[config.mk]
export PLATFORM = sky130hd
export DESIGN_NAME = sobel_mode_ctrl
export DESIGN_NICKNAME = d
export VERILOG_FILES = /design/src/rtl/sobel_mode_ctrl.sv
export SDC_FILE = /design/constraint.sdc
export NUM_CORES = 1
export LEC_CHECK = 0
export CORE_MARGIN = 1
export CORE_UTILIZATION = 30
export DETAILED_ROUTE_END_ITERATION = 10
export PLACE_DENSITY = 0.6
export SLEW_MARGIN = 5
export SYNTH_ARGS = -nofsm -noshare
export SYNTH_HDL_FRONTEND = slang
export SYNTH_SLANG_ARGS = --single-unit
[constraint.sdc]
create_clock -name clk -period 4.28 [get_ports clk]
set_input_delay 0.856 -clock clk [delete_from_list [all_inputs] [get_ports clk]]
set_output_delay 0.856 -clock clk [all_outputs]
set_load 0.02 [all_outputs]
[src/rtl/sobel_mode_ctrl.sv]
// ============================================================================
// Module   : sobel_mode_ctrl
// Brief    : Frame-synchronous filter/test-pattern mode controller driving
//            OV7670 register writes through a req/ack configuration port.
// Revision : 1.0 - initial release
// ============================================================================
`default_nettype none

module sobel_mode_ctrl #(
  parameter int                c_to_w       = 16,
  parameter logic [c_to_w-1:0] c_timeout    = 16'd50000,
  parameter logic [7:0]        c_addr_a     = 8'h70,
  parameter logic [7:0]        c_data_a     = 8'h3A,
  parameter logic [7:0]        c_addr_b     = 8'h71,
  parameter logic [7:0]        c_data_b_off = 8'h35,
  parameter logic [7:0]        c_data_b_on  = 8'hB5
) (
  input  logic       rst,
  input  logic       clk,
  input  logic       filter_on_req,
  input  logic       vfilter_req,
  input  logic       test_mode_req,
  input  logic       vsync,
  output logic       cfg_req,
  output logic [7:0] cfg_addr,
  output logic [7:0] cfg_data,
  input  logic       cfg_ack,
  output logic       filter_on,
  output logic       vfilter,
  output logic       test_mode,
  output logic       busy,
  output logic       cfg_err
);

  localparam logic [2:0] S_IDLE   = 3'd0;
  localparam logic [2:0] S_WR_A   = 3'd1;
  localparam logic [2:0] S_GAP    = 3'd2;
  localparam logic [2:0] S_WR_B   = 3'd3;
  localparam logic [2:0] S_SETTLE = 3'd4;

  localparam logic [c_to_w-1:0] c_to_last = c_timeout - c_to_w'(1);

  logic [2:0]        r_state;
  logic              r_target;
  logic              r_vsync_d;
  logic [c_to_w-1:0] r_to_cnt;

  logic w_vsync_rise;
  logic w_in_wr;
  logic w_to_hit;

  assign w_vsync_rise = vsync & ~r_vsync_d;
  assign w_in_wr      = (r_state == S_WR_A) || (r_state == S_WR_B);
  // An ack in the final timeout cycle still completes the write.
  assign w_to_hit     = w_in_wr && !cfg_ack && (r_to_cnt == c_to_last);

  always_ff @(posedge clk or posedge rst) begin
    if (rst) begin
      r_state   <= S_IDLE;
      r_target  <= 1'b0;
      r_vsync_d <= 1'b0;
      r_to_cnt  <= '0;
      filter_on <= 1'b0;
      vfilter   <= 1'b0;
      test_mode <= 1'b0;
      cfg_err   <= 1'b0;
    end else begin
      r_vsync_d <= vsync;
      if (w_vsync_rise) begin
        filter_on <= filter_on_req;
        vfilter   <= vfilter_req;
      end
      // Held at zero outside the write states, so every write starts from 0.
      r_to_cnt <= w_in_wr ? r_to_cnt + c_to_w'(1) : '0;

      case (r_state)
        S_IDLE: begin
          if (test_mode_req != test_mode) begin
            r_target <= test_mode_req;
            r_state  <= S_WR_A;
          end
        end
        S_WR_A: begin
          if (cfg_ack) begin
            r_state <= S_GAP;
          end else if (w_to_hit) begin
            cfg_err <= 1'b1;
            r_state <= S_IDLE;
          end
        end
        S_GAP: r_state <= S_WR_B;
        S_WR_B: begin
          if (cfg_ack) begin
            r_state <= S_SETTLE;
          end else if (w_to_hit) begin
            cfg_err <= 1'b1;
            r_state <= S_IDLE;
          end
        end
        S_SETTLE: begin
          if (w_vsync_rise) begin
            test_mode <= r_target;
            r_state   <= S_IDLE;
          end
        end
        default: r_state <= S_IDLE;
      endcase
    end
  end

  // Port outputs decode straight from state so reset clears them at once.
  always_comb begin
    cfg_req  = w_in_wr;
    cfg_addr = 8'h00;
    cfg_data = 8'h00;
    if (r_state == S_WR_A) begin
      cfg_addr = c_addr_a;
      cfg_data = c_data_a;
    end else if (r_state == S_WR_B) begin
      cfg_addr = c_addr_b;
      cfg_data = r_target ? c_data_b_on : c_data_b_off;
    end
  end

  assign busy = (r_state != S_IDLE);

endmodule

`default_nettype wire

Word-level counts from Yosys, hierarchy flattened:

Index checks and enable logic that the tools add are counted.

* register bits after elaboration: 25
* output and inout port bits: 22

* add/subtract/negate cells: 1
* eq/ne operators: 8
* multiplexer cells: 12
* bitwise gates (word level): 3
* reduce and logical (&&, ||, !) cells: 11

Operators with widths (count)
* $mux 8: 3
* $add 16x1->16 const B: 1
* $eq 16x16->1 const B: 1
* $mux 16: 1
* $mux 3: 5
* $pmux 3 s5: 1
* $mux 7: 2
* $eq 3x2->1 const B: 2
* $reduce_and 2->1: 3
* $ne 2x2->1 const B: 2
* $eq 3x1->1 const B: 1
* $eq 3x3->1 const B: 1
* $logic_not 3->1: 1
* $reduce_and 3->1: 1
* $reduce_bool 3->1: 1
* $logic_and 1x1->1: 2
* $not 1->1: 2
* $reduce_or 2->1: 1
* $and 1x1->1: 1
* $logic_not 1->1: 1
* $logic_or 1x1->1: 1
* $ne 1x1->1: 1

Logic depth before layout (Yosys ltp):

Gate-level depths: netlist of run 1.

* word-level depth: 7
* mapped depth: 5
* mapped depth without buffers: 4

Least setup slack after synthesis of run 1:

Ideal clock, no wire load.

* path type: flip-flop to output port
* start: register r_state[2]
* end: output cfg_data[0]
* arrival time: 1709 ps
* data required time: 3424 ps
* setup slack: 1715 ps
* stages on the path, launching flop included: 6
* cells stage by stage: dfrtp_1 nand2b_4 inv_1 clkbuf_1 and2_1 buf_4

* word-level cells in the longest chain between the ends: 3

RTL lines
* from (decl): line 43 `logic [2:0] r_state;`
* from (signal assigned): line 59 `r_state <= S_IDLE;`
* from (signal assigned): line 80 `r_state <= S_WR_A;`
* from (signal assigned): line 85 `r_state <= S_GAP;`
* $eq 3x2->1: line 119 `end else if (r_state == S_WR_B) begin`
* $mux 8: line 119
* $mux 8 (*): line 116 `if (r_state == S_WR_A) begin`
* to (decl): line 26 `output logic [7:0] cfg_data,`

Every way passes the cells marked *; elsewhere a longest branch is shown, timed or not.

Final worst setup path of run 1:

* start: register r_state[2]
* end: output cfg_data[7]

Same word-level chain as after synthesis.

==> results of run 1 <==
==> final cells by class <==
cell class	instances	area [um^2]
timing repair buffer	23	230
clock inverter	1	5.00
inverter	5	18.8
tap	52	65.1
fill	441	2790
multi-input combinational	97	641
sequential	25	626
clock buffer	3	41.3
==> power groups by stage <==
stage | Sequential, W | Clock (W) | Combinational, W
after floorplan | 0.000316 | 0 | 0.000331
after global placement | 0.000320 | 0 | 0.000450
after detailed placement | 0.000325 | 0 | 0.000456
after CTS | 0.000319 | 0.000150 | 0.000460
after global routing | 0.000328 | 0.000154 | 0.000486
final | 0.000319 | 0.000143 | 0.000456
==> state kept, by name, indices dropped and copies added, names as in the netlist <==
name,cells
vfilter,1
filter_on,1
r_to_cnt,16
test_mode,1
r_vsync_d,1
cfg_err,1
r_target,1
r_state,3
==> cell families after synthesis <==
group           Yosys count  share of synthesized area (%)
fa+ha+maj                 1                          0.897
xor+xnor                  4                           2.51
buf+inv                  23                           10.3
mux                       8                           6.10
other cells               1                          0.269
compound gates           22                           9.95
flops                    25                           44.8
simple gates             57                           25.1
==> per-layer routing <==
metal  track usage, %  vias up  wire (um)
met3             1.88        3         75
met5                0        -          0
met2             20.4       24       1340
li1                 -      514          -
met4             4.00        0         41
met1             15.5      530       1250
==> layout by cell type (no fill, tap or decap), types with 2 or more instances in the layout <==
cell type        Yosys  layout
o21a_1               3       3
nand4_1              4       4
nor2_1               8       8
o31ai_1              3       3
xnor2_1              2       2
conb_1               1       5
mux2i_1              4       4
xor2_1               2       2
inv_1                5       5
nor4_1               4       4
clkbuf_8             0       3
dfrtp_1             25      25
mux2_2               4       4
nand2_1             12      12
o22ai_1              2       2
nand2b_1             4       4
o21ai_0              4       4
clkdlybuf4s50_1      0      23
or4_1                3       3
a21oi_1              7       7
nand3_1              7       7
and2_1               2       2
nor3_1               2       2
==> critical path, cell delays in order (launching register included) <==
cell and delay, ns:
dfrtp_1 0.45, nand2b_4 0.24, inv_1 0.44, and3_1 0.27, clkdlybuf4s50_1 0.62
==> through the flow <==
step	util (%)	power, W
after floorplan	-	0.000647
after global placement	35.8	0.000770
after detailed placement	35.8	0.000781
after CTS	36.8	0.000929
after global routing	36.8	0.000968
final	36.8	0.000918
==> how the worst max path moves through the flow <==
stage	startpoint	end	depth (start not counted)
3_5_place_dp	r_state[2]	cfg_data[0]	4
3_3_place_gp	r_state[2]	cfg_data[2]	4
2_1_floorplan	r_state[2]	cfg_data[0]	5
4_1_cts	r_state[2]	cfg_data[0]	4
5_1_grt	r_state[2]	cfg_data[7]	4
6_report	r_state[2]	cfg_data[7]	4
==> impl_metrics.csv, run 1 <==
group,metric,value,unit
power,p_clk_share,15.6,%
clocking,cts_made_buffers,3,
drt,first_pass_iters,4,
timing,achievable-frequency,318,MHz
yosys,yosys_most_used_dff,"dfrtp_1",
clocking,tritoncts,"done",
worst_setup_path,cp_max_fo,19,
clocking,cts_resized,0,
clocking,cts_root_buf,"clkbuf_8",
clocking,post_cts_buffers,0,
layout,fin_nets,163,
grt,grt_overflow,0,
power,p_leak,0.655,nW
timing,min_period,3.15,ns
die,rows,24,
yosys,syn_inst,141,
timing,setup_viol,0,
timing,fin_ws,1.13,ns
clocking,clkSinkCount,25,
layout,n_antenna_cell,0,
die,start_util,31.6,%
power,power.switching,0.000378,W
yosys,ys_seq_area_share,44.8,%
placement,place.gp.congestion,0.816,
clocking,clk_pin_slew,0.09,ns
drt,post_drt_wl_per_cell,13.2,um
placement,place_area,1580,um^2
drt,wirelength,2710,um
die,die_h,70.2,um
layout,stdcell_count,206,
worst_setup_path,rr_worst_depth,4,
grt,grt_pass1_wl,4740,um
grt,grt.total_usage,12.0,%
clocking,clock_latency,0.27,ns
yosys,synth_area,1400,um^2
yosys,synth_top_area_cell,"dfrtp_1",
placement,dp_hpwl,1950,um
yosys,yosysMostFrequentCell,"dfrtp_1",
min_path,holdPathStages,1,
placement,port_buffers,23,
die,pin_count,29,
layout,final_cell_area,1630,um^2
yosys,synth_area_leaders,"dfrtp_1, buf_4, mux2_2",
timing,max_slew_margin,35.2,%
min_path,hold_path_end,"cfg_err",
yosys,ys.warnings.count,0,
placement,dp_cells,202,
yosys,syn_area_per_cell,9.89,um^2
worst_setup_path,start_kind,"flop",
timing,fin_crit_sh,73.5,%
yosys,ys_async_sr_fraction,100,%
grt,antenna_found_initial,0,
timing,fin_skew,0.00543,ns
yosys,synth_seq_cells,25,
yosys,synth_top_area_share,44.8,%
run,drv_cap,0,
die,die-area,4930,um^2
die,core_area,4410,um^2
worst_setup_path,cp-end-kind,"output port",
drt,drt_iter0_markers,50,
timing,slew_viol_final,0,
power,p_seq_share,34.7,%
yosys,yosysUniqueCellTypes,40,
die,die_x,70.2,um
drt,ant_nets,0,
timing,rsz0062_at_grt,"false",
clocking,htreeDepth,1,
worst_setup_path,r2r_slack,2.63,ns
timing,hold_viol,0,
timing,tightest_slew,0.971,ns
power,power_density,564,nW/um^2
drt,drc_errors,0,
power,peakVddDrop,0.000354,V
timing,hold_ws,0.475,ns
power,intPower,0.000539,W
min_path,worstHoldStart,"cfg_err",
worst_setup_path,critPathKind,"reg2out",
grt,grt_max_degree,26,
layout,drive_gt1_share,9.74,%
grt,grt_pass1_vias,1045,
power,power_frac_comb,49.7,%
drt,vias,1071,
worst_setup_path,required,3.42,ns
worst_setup_path,cp.arrival,2.29,ns
yosys,synth_edf_count,0,
clocking,cts-hold-fix-buffers,0,
min_path,min_path_type,"reg2reg",
drt,via_per_inst,5.20,
timing,fin_setup_tns,0,ns
clocking,cts.path.max_buffers,2,
worst_setup_path,regToRegStartpoint,"r_to_cnt[0]",
worst_setup_path,r2r-end,"r_state[1]",
power,switching_share,41.2,%
layout,syn2layout_area_growth,16.6,%
yosys,synth_common_cells,"dfrtp_1, buf_4, nand2_1",
placement,place_ws,1.46,ns
outcome,outcome,"finished clean",
Note: power is estimated with default switching activity, not from simulation.
==> run 2: changes to the inputs <==
==> constraint.sdc (replaced) <==
create_clock -name clk -period 2.9 [get_ports clk]
set_input_delay 0.58 -clock clk [delete_from_list [all_inputs] [get_ports clk]]
set_output_delay 0.58 -clock clk [all_outputs]
set_load 0.02 [all_outputs]
==> run 2 against run 1 <==
Die area unchanged. Register-to-register slack lost 1.5 ns. Power up 49%. Via count shrank 0.19%. Combinational power grew 49%. Non-clock buffer count increased by 2. Final cell count increased by 0.97%. Sequential share of layout area is 0.41 points lower. Critical path depth unchanged. Critical path type unchanged. Critical endpoint is now cfg_req. Largest cell class unchanged.
==> impl_metrics.csv, run 2 (synthesis gave the netlist of run 1 again) <==
group,metric,value,unit
worst_setup_path,max_stage_delay,0.61,ns
placement,place.gp.congestion,0.819,
die,die_h,70.2,um
timing,slew_viol_final,0,
die,die-area,4930,um^2
drt,first_pass_iters,4,
clocking,tritoncts,"done",
drt,wirelength,2810,um
clocking,cts-hold-fix-buffers,0,
timing,setup_viol,0,
worst_setup_path,cp_max_fo,13,
clocking,cts_root_buf,"clkbuf_8",
clocking,cts_resized,0,
worst_setup_path,cp-end-kind,"output port",
timing,fin_setup_tns,0,ns
placement,dp_hpwl,2050,um
layout,syn2layout_area_growth,17.8,%
grt,grt_max_degree,26,
drt,post_drt_wl_per_cell,13.5,um
layout,largest_reg_flops,16,
grt,grt_overflow,0,
grt,grt_pass1_vias,1036,
worst_setup_path,cp_top_family,"buffers and inverters",
grt,grt_pass1_wl,4870,um
drt,drt_iter0_markers,74,
die,die_x,70.2,um
clocking,clock_latency,0.27,ns
clocking,cts_made_buffers,3,
drt,via_per_inst,5.14,
timing,fin_skew,0.00776,ns
worst_setup_path,worst-path-buf-inv,3,
die,core_area,4410,um^2
min_path,min_path_type,"reg2reg",
clocking,clk_pin_slew,0.09,ns
layout,n_antenna_cell,0,
timing,hold_viol,0,
timing,achievable-frequency,385,MHz
outcome,outcome,"finished clean",
run,drv_cap,0,
layout,drive_gt1_share,10.9,%
worst_setup_path,critPathKind,"reg2out",
drt,ant_nets,0,
power,power_density,833,nW/um^2
placement,port_buffers,23,
worst_setup_path,required,2.32,ns
timing,hold_ws,0.492,ns
clocking,post_cts_buffers,0,
grt,grt.total_usage,12.3,%
layout,fin_nets,165,
die,rows,24,
drt,drc_errors,0,
worst_setup_path,start_kind,"flop",
die,start_util,31.6,%
die,pin_count,29,
worst_setup_path,cp.arrival,2.02,ns
clocking,clkSinkCount,25,
worst_setup_path,path_cells,"nand2b_4 -> inv_1 -> buf_4 -> clkdlybuf4s50_1",
layout,final_cell_mix,"dfrtp_1, clkdlybuf4s50_1, nand2_1",
timing,rsz0062_at_grt,"false",
power,peakVddDrop,0.000604,V
clocking,cts.path.max_buffers,2,
layout,largestRegisters,"r_to_cnt: 16 flops, r_state: 3 flops",
timing,fin_crit_sh,89.6,%
power,p_leak,0.660,nW
drt,vias,1069,
grt,antenna_found_initial,0,
layout,final_common_cell,"dfrtp_1",
layout,num-fill-cells,431,
worst_setup_path,cpMaxStageDelayCell,"clkdlybuf4s50_1",
layout,top_register,"r_to_cnt",
timing,min_period,2.60,ns
clocking,htreeDepth,1,
==> run 2: path summary, 6_finish.rpt <==
path | slack (ns) | cells after the start | from | endpoint
worst max-delay path | 0.30 | 4 | r_state[2] | cfg_req
max in group asynchronous | 2.00 | 3 | rst | r_to_cnt[14]
worst min register to register | 0.49 | 1 | cfg_err | cfg_err
worst min-delay path | 0.49 | 1 | cfg_err | cfg_err
worst max register to register | 1.17 | 4 | r_to_cnt[0] | r_state[1]
min in group asynchronous | 0.64 | 3 | rst | vfilter
==> run 2: metrics by stage <==
stage | cell area (um^2) | power [W] | cells | util, % | setup slack [ns]
2_1_floorplan | 1410 | 0.000955 | 145 | - | 0.611
3_3_place_gp | 1600 | 0.00115 | 204 | 36.1 | 0.666
3_5_place_dp | 1600 | 0.00116 | 204 | 36.1 | 0.614
4_1_cts | 1640 | 0.00138 | 208 | 37.2 | 0.301
5_1_grt | 1640 | 0.00145 | 208 | 37.2 | 0.197
6_report | 1640 | 0.00137 | 208 | 37.2 | 0.301
==> run 2: layout make-up <==
type                       instances  area (um^2)  area share, %
clock inverter                     1         7.51          0.457
timing repair buffer              25          245           14.9
inverter                           5         18.8           1.14
clock buffer                       3         41.3           2.51
multi-input combinational         97          641           39.0
sequential                        25          626           38.1
tap                               52         65.1           3.96
==> run 2: report_power, final <==
| part | internal (W) | leakage (nW) | switching [W] |
|---|---|---|---|
| Clock | 0.0000975 | 0.0217 | 0.000116 |
| Combinational | 0.000314 | 0.310 | 0.000367 |
| Sequential | 0.000398 | 0.329 | 0.0000765 |
==> run 2: metal layers <==
metal | wire length, um | vias up | part of all wire, % | track usage [%]
li1 | - | 513 | - | -
met1 | 1300 | 522 | 46 | 15.4
met2 | 1370 | 30 | 49 | 20.1
met3 | 121 | 4 | 4.3 | 4.04
met4 | 27 | 0 | 0.96 | 3.33
met5 | 0 | - | 0 | 0
==> run 2: worst register-to-register path, cell delays in order, from the launching register on <==
cell,delay (ns)
dfrtp_1,0.44
ha_1,0.30
or4bb_1,0.47
nor4_4,0.27
o22ai_1,0.14
==> run 3: changes to the inputs <==
--- a/config.mk
+++ b/config.mk
@@ -6,9 +6,9 @@
 export NUM_CORES = 1
 export LEC_CHECK = 0
 export CORE_MARGIN = 1
-export CORE_UTILIZATION = 30
+export CORE_UTILIZATION = 50
 export DETAILED_ROUTE_END_ITERATION = 10
-export PLACE_DENSITY = 0.6
+export PLACE_DENSITY = 0.78
 export SLEW_MARGIN = 5
 export SYNTH_ARGS = -nofsm -noshare
 export SYNTH_HDL_FRONTEND = slang
==> run 3 against run 2 <==
Register-to-register slack better by 0.05 ns. Sequential power hardly changed. Global-route usage is 8.9 points higher. Utilization is 25 points higher. Final cell count is 11% lower. Clock-buffer cell count is 1 higher. Clock power is 28% lower. Via count is 0.84% lower. Critical endpoint is now cfg_data[0]. Largest cell class unchanged.
==> impl_metrics.csv, run 3 (synthesis gave the netlist of run 1 again) <==
group,metric,value,unit
outcome,outcome,"finished clean",
clocking,clock_latency,0.31,ns
drt,first_pass_iters,4,
drt,post_drt_wl_per_cell,13.9,um
power,peakVddDrop,0.000823,V
die,pin_count,29,
worst_setup_path,regToRegStartpoint,"r_to_cnt[0]",
worst_setup_path,cp-end-kind,"output port",
worst_setup_path,cpMaxStageDelayCell,"clkdlybuf4s50_1",
clocking,cts_resized,0,
clocking,htreeDepth,1,
clocking,cts.path.max_buffers,2,
clocking,cts_root_buf,"clkbuf_4",
grt,grt_busiest_layer,"met2",
grt,grt_pass1_wl,4570,um
timing,fin_crit_sh,90.2,%
worst_setup_path,required,2.32,ns
clocking,clkSinkCount,25,
grt,globalRouteMet3Util,2.50,%
layout,final_cell_area,1590,um^2
clocking,post_cts_buffers,0,
worst_setup_path,cp_max_fo,13,
die,rows,18,
drt,wirelength,2590,um
timing,min_period,2.62,ns
timing,setup_viol,0,
die,die_x,54.8,um
timing,fin_skew,0.00237,ns
worst_setup_path,critPathKind,"reg2out",
worst_setup_path,rr_worst_depth,4,
die,start_util,54.3,%
layout,final_common_cell,"dfrtp_1",
worst_setup_path,max_stage_delay,0.62,ns
min_path,min_path_type,"reg2reg",
die,die-area,3010,um^2
clocking,cts-hold-fix-buffers,0,
worst_setup_path,path_cells,"nand2b_4 -> inv_1 -> and2_1 -> clkdlybuf4s50_1",
timing,hold_viol,0,
worst_setup_path,r2r_slack,1.22,ns
worst_setup_path,r2r-end,"r_state[1]",
layout,top_register,"r_to_cnt",
min_path,hold_path_end,"cfg_err",
timing,rsz0062_at_grt,"false",
die,core_area,2570,um^2
clocking,clk_pin_slew,0.13,ns
timing,fin_setup_tns,0,ns
drt,vias,1060,
grt,grt_overflow,0,
grt,grt_max_degree,26,
layout,syn2layout_area_growth,14.3,%
grt,grtUsageMet1,26.3,%
placement,place_area,1570,um^2
drt,ant_nets,0,
placement,dp_hpwl,1950,um
layout,largest_reg_flops,16,
layout,fin_nets,165,
clocking,cts_made_buffers,3,
grt,grt_pass1_vias,1063,
power,power_density,821,nW/um^2
clocking,tritoncts,"done",
drt,drc_errors,0,
layout,largestRegisters,"r_to_cnt: 16 flops, r_state: 3 flops",
placement,place.gp.congestion,0.849,
power,p_leak,0.654,nW
grt,grt.total_usage,21.1,%
layout,n_antenna_cell,0,
die,die_h,54.8,um
drt,drt_iter0_markers,22,
worst_setup_path,cp.arrival,2.04,ns
run,drv_cap,0,
layout,drive_gt1_share,10.3,%
timing,slew_viol_final,0,
min_path,worstHoldStart,"cfg_err",
drt,via_per_inst,5.70,
grt,grtUsageMet2,38.4,%
grt,antenna_found_initial,0,
min_path,holdPathStages,1,
layout,final_cell_mix,"dfrtp_1, clkdlybuf4s50_1, nand2_1",
placement,port_buffers,23,
timing,achievable-frequency,382,MHz
worst_setup_path,start_kind,"flop",
[run 3: cell count changes in the layout (fill, tap and decap cells not counted), sizes merged]
| cell | delta |
|---|---|
| clkbuf | +1 |
| clkinvlp | -1 |
[run 3: worst max-delay path, delay by kind of cell (launching register included)]
family,cells,cell delay (ns)
and+or+nand+nor,2,0.43
DFF,1,0.46
buffers and inverters,2,0.84
[run 3: per-layer routing]
layer	vias to the layer above	routed length [um]	share of wire, %
met5	-	0	0
met4	0	0	0
met3	0	67	2.6
met2	21	1390	54
met1	528	1130	44
li1	511	-	-
[run 3: area by class of cell]
class,instances,area (um^2)
fillers,224,973
multi-input cells,97,641
flip-flops and latches,25,626
repair buffers,25,245
well taps,30,37.5
clock buffers,4,26.3
inverters,5,18.8
[run 3: worst max path at each step]
stage                        endpoint  cells past startpoint  startpoint
after floorplan           cfg_data[0]                      5  r_state[2]
after global placement    cfg_addr[0]                      4  r_state[2]
after detailed placement  cfg_data[0]                      4  r_state[2]
after CTS                 cfg_data[0]                      4  r_state[2]
after global routing      cfg_addr[0]                      4  r_state[0]
final                     cfg_data[0]                      4  r_state[2]
[run 3: report_power, final]
group	internal, W	switching [W]
logic	0.000313	0.000367
clock network	0.0000536	0.000101
registers	0.000398	0.0000754
total	0.000765	0.000544
[run 3: per-stage QoR]
step	instances	hold WS, ns	worst slack, ns	utilization (%)	power [W]
floorplan	145	0.476	0.611	-	0.000955
global placement	182	0.451	0.716	61.1	0.00114
detailed placement	182	0.447	0.628	61.1	0.00117
CTS	186	0.488	0.265	62.1	0.00132
global route	186	0.497	0.143	62.1	0.00140
finish	186	0.490	0.283	62.1	0.00131
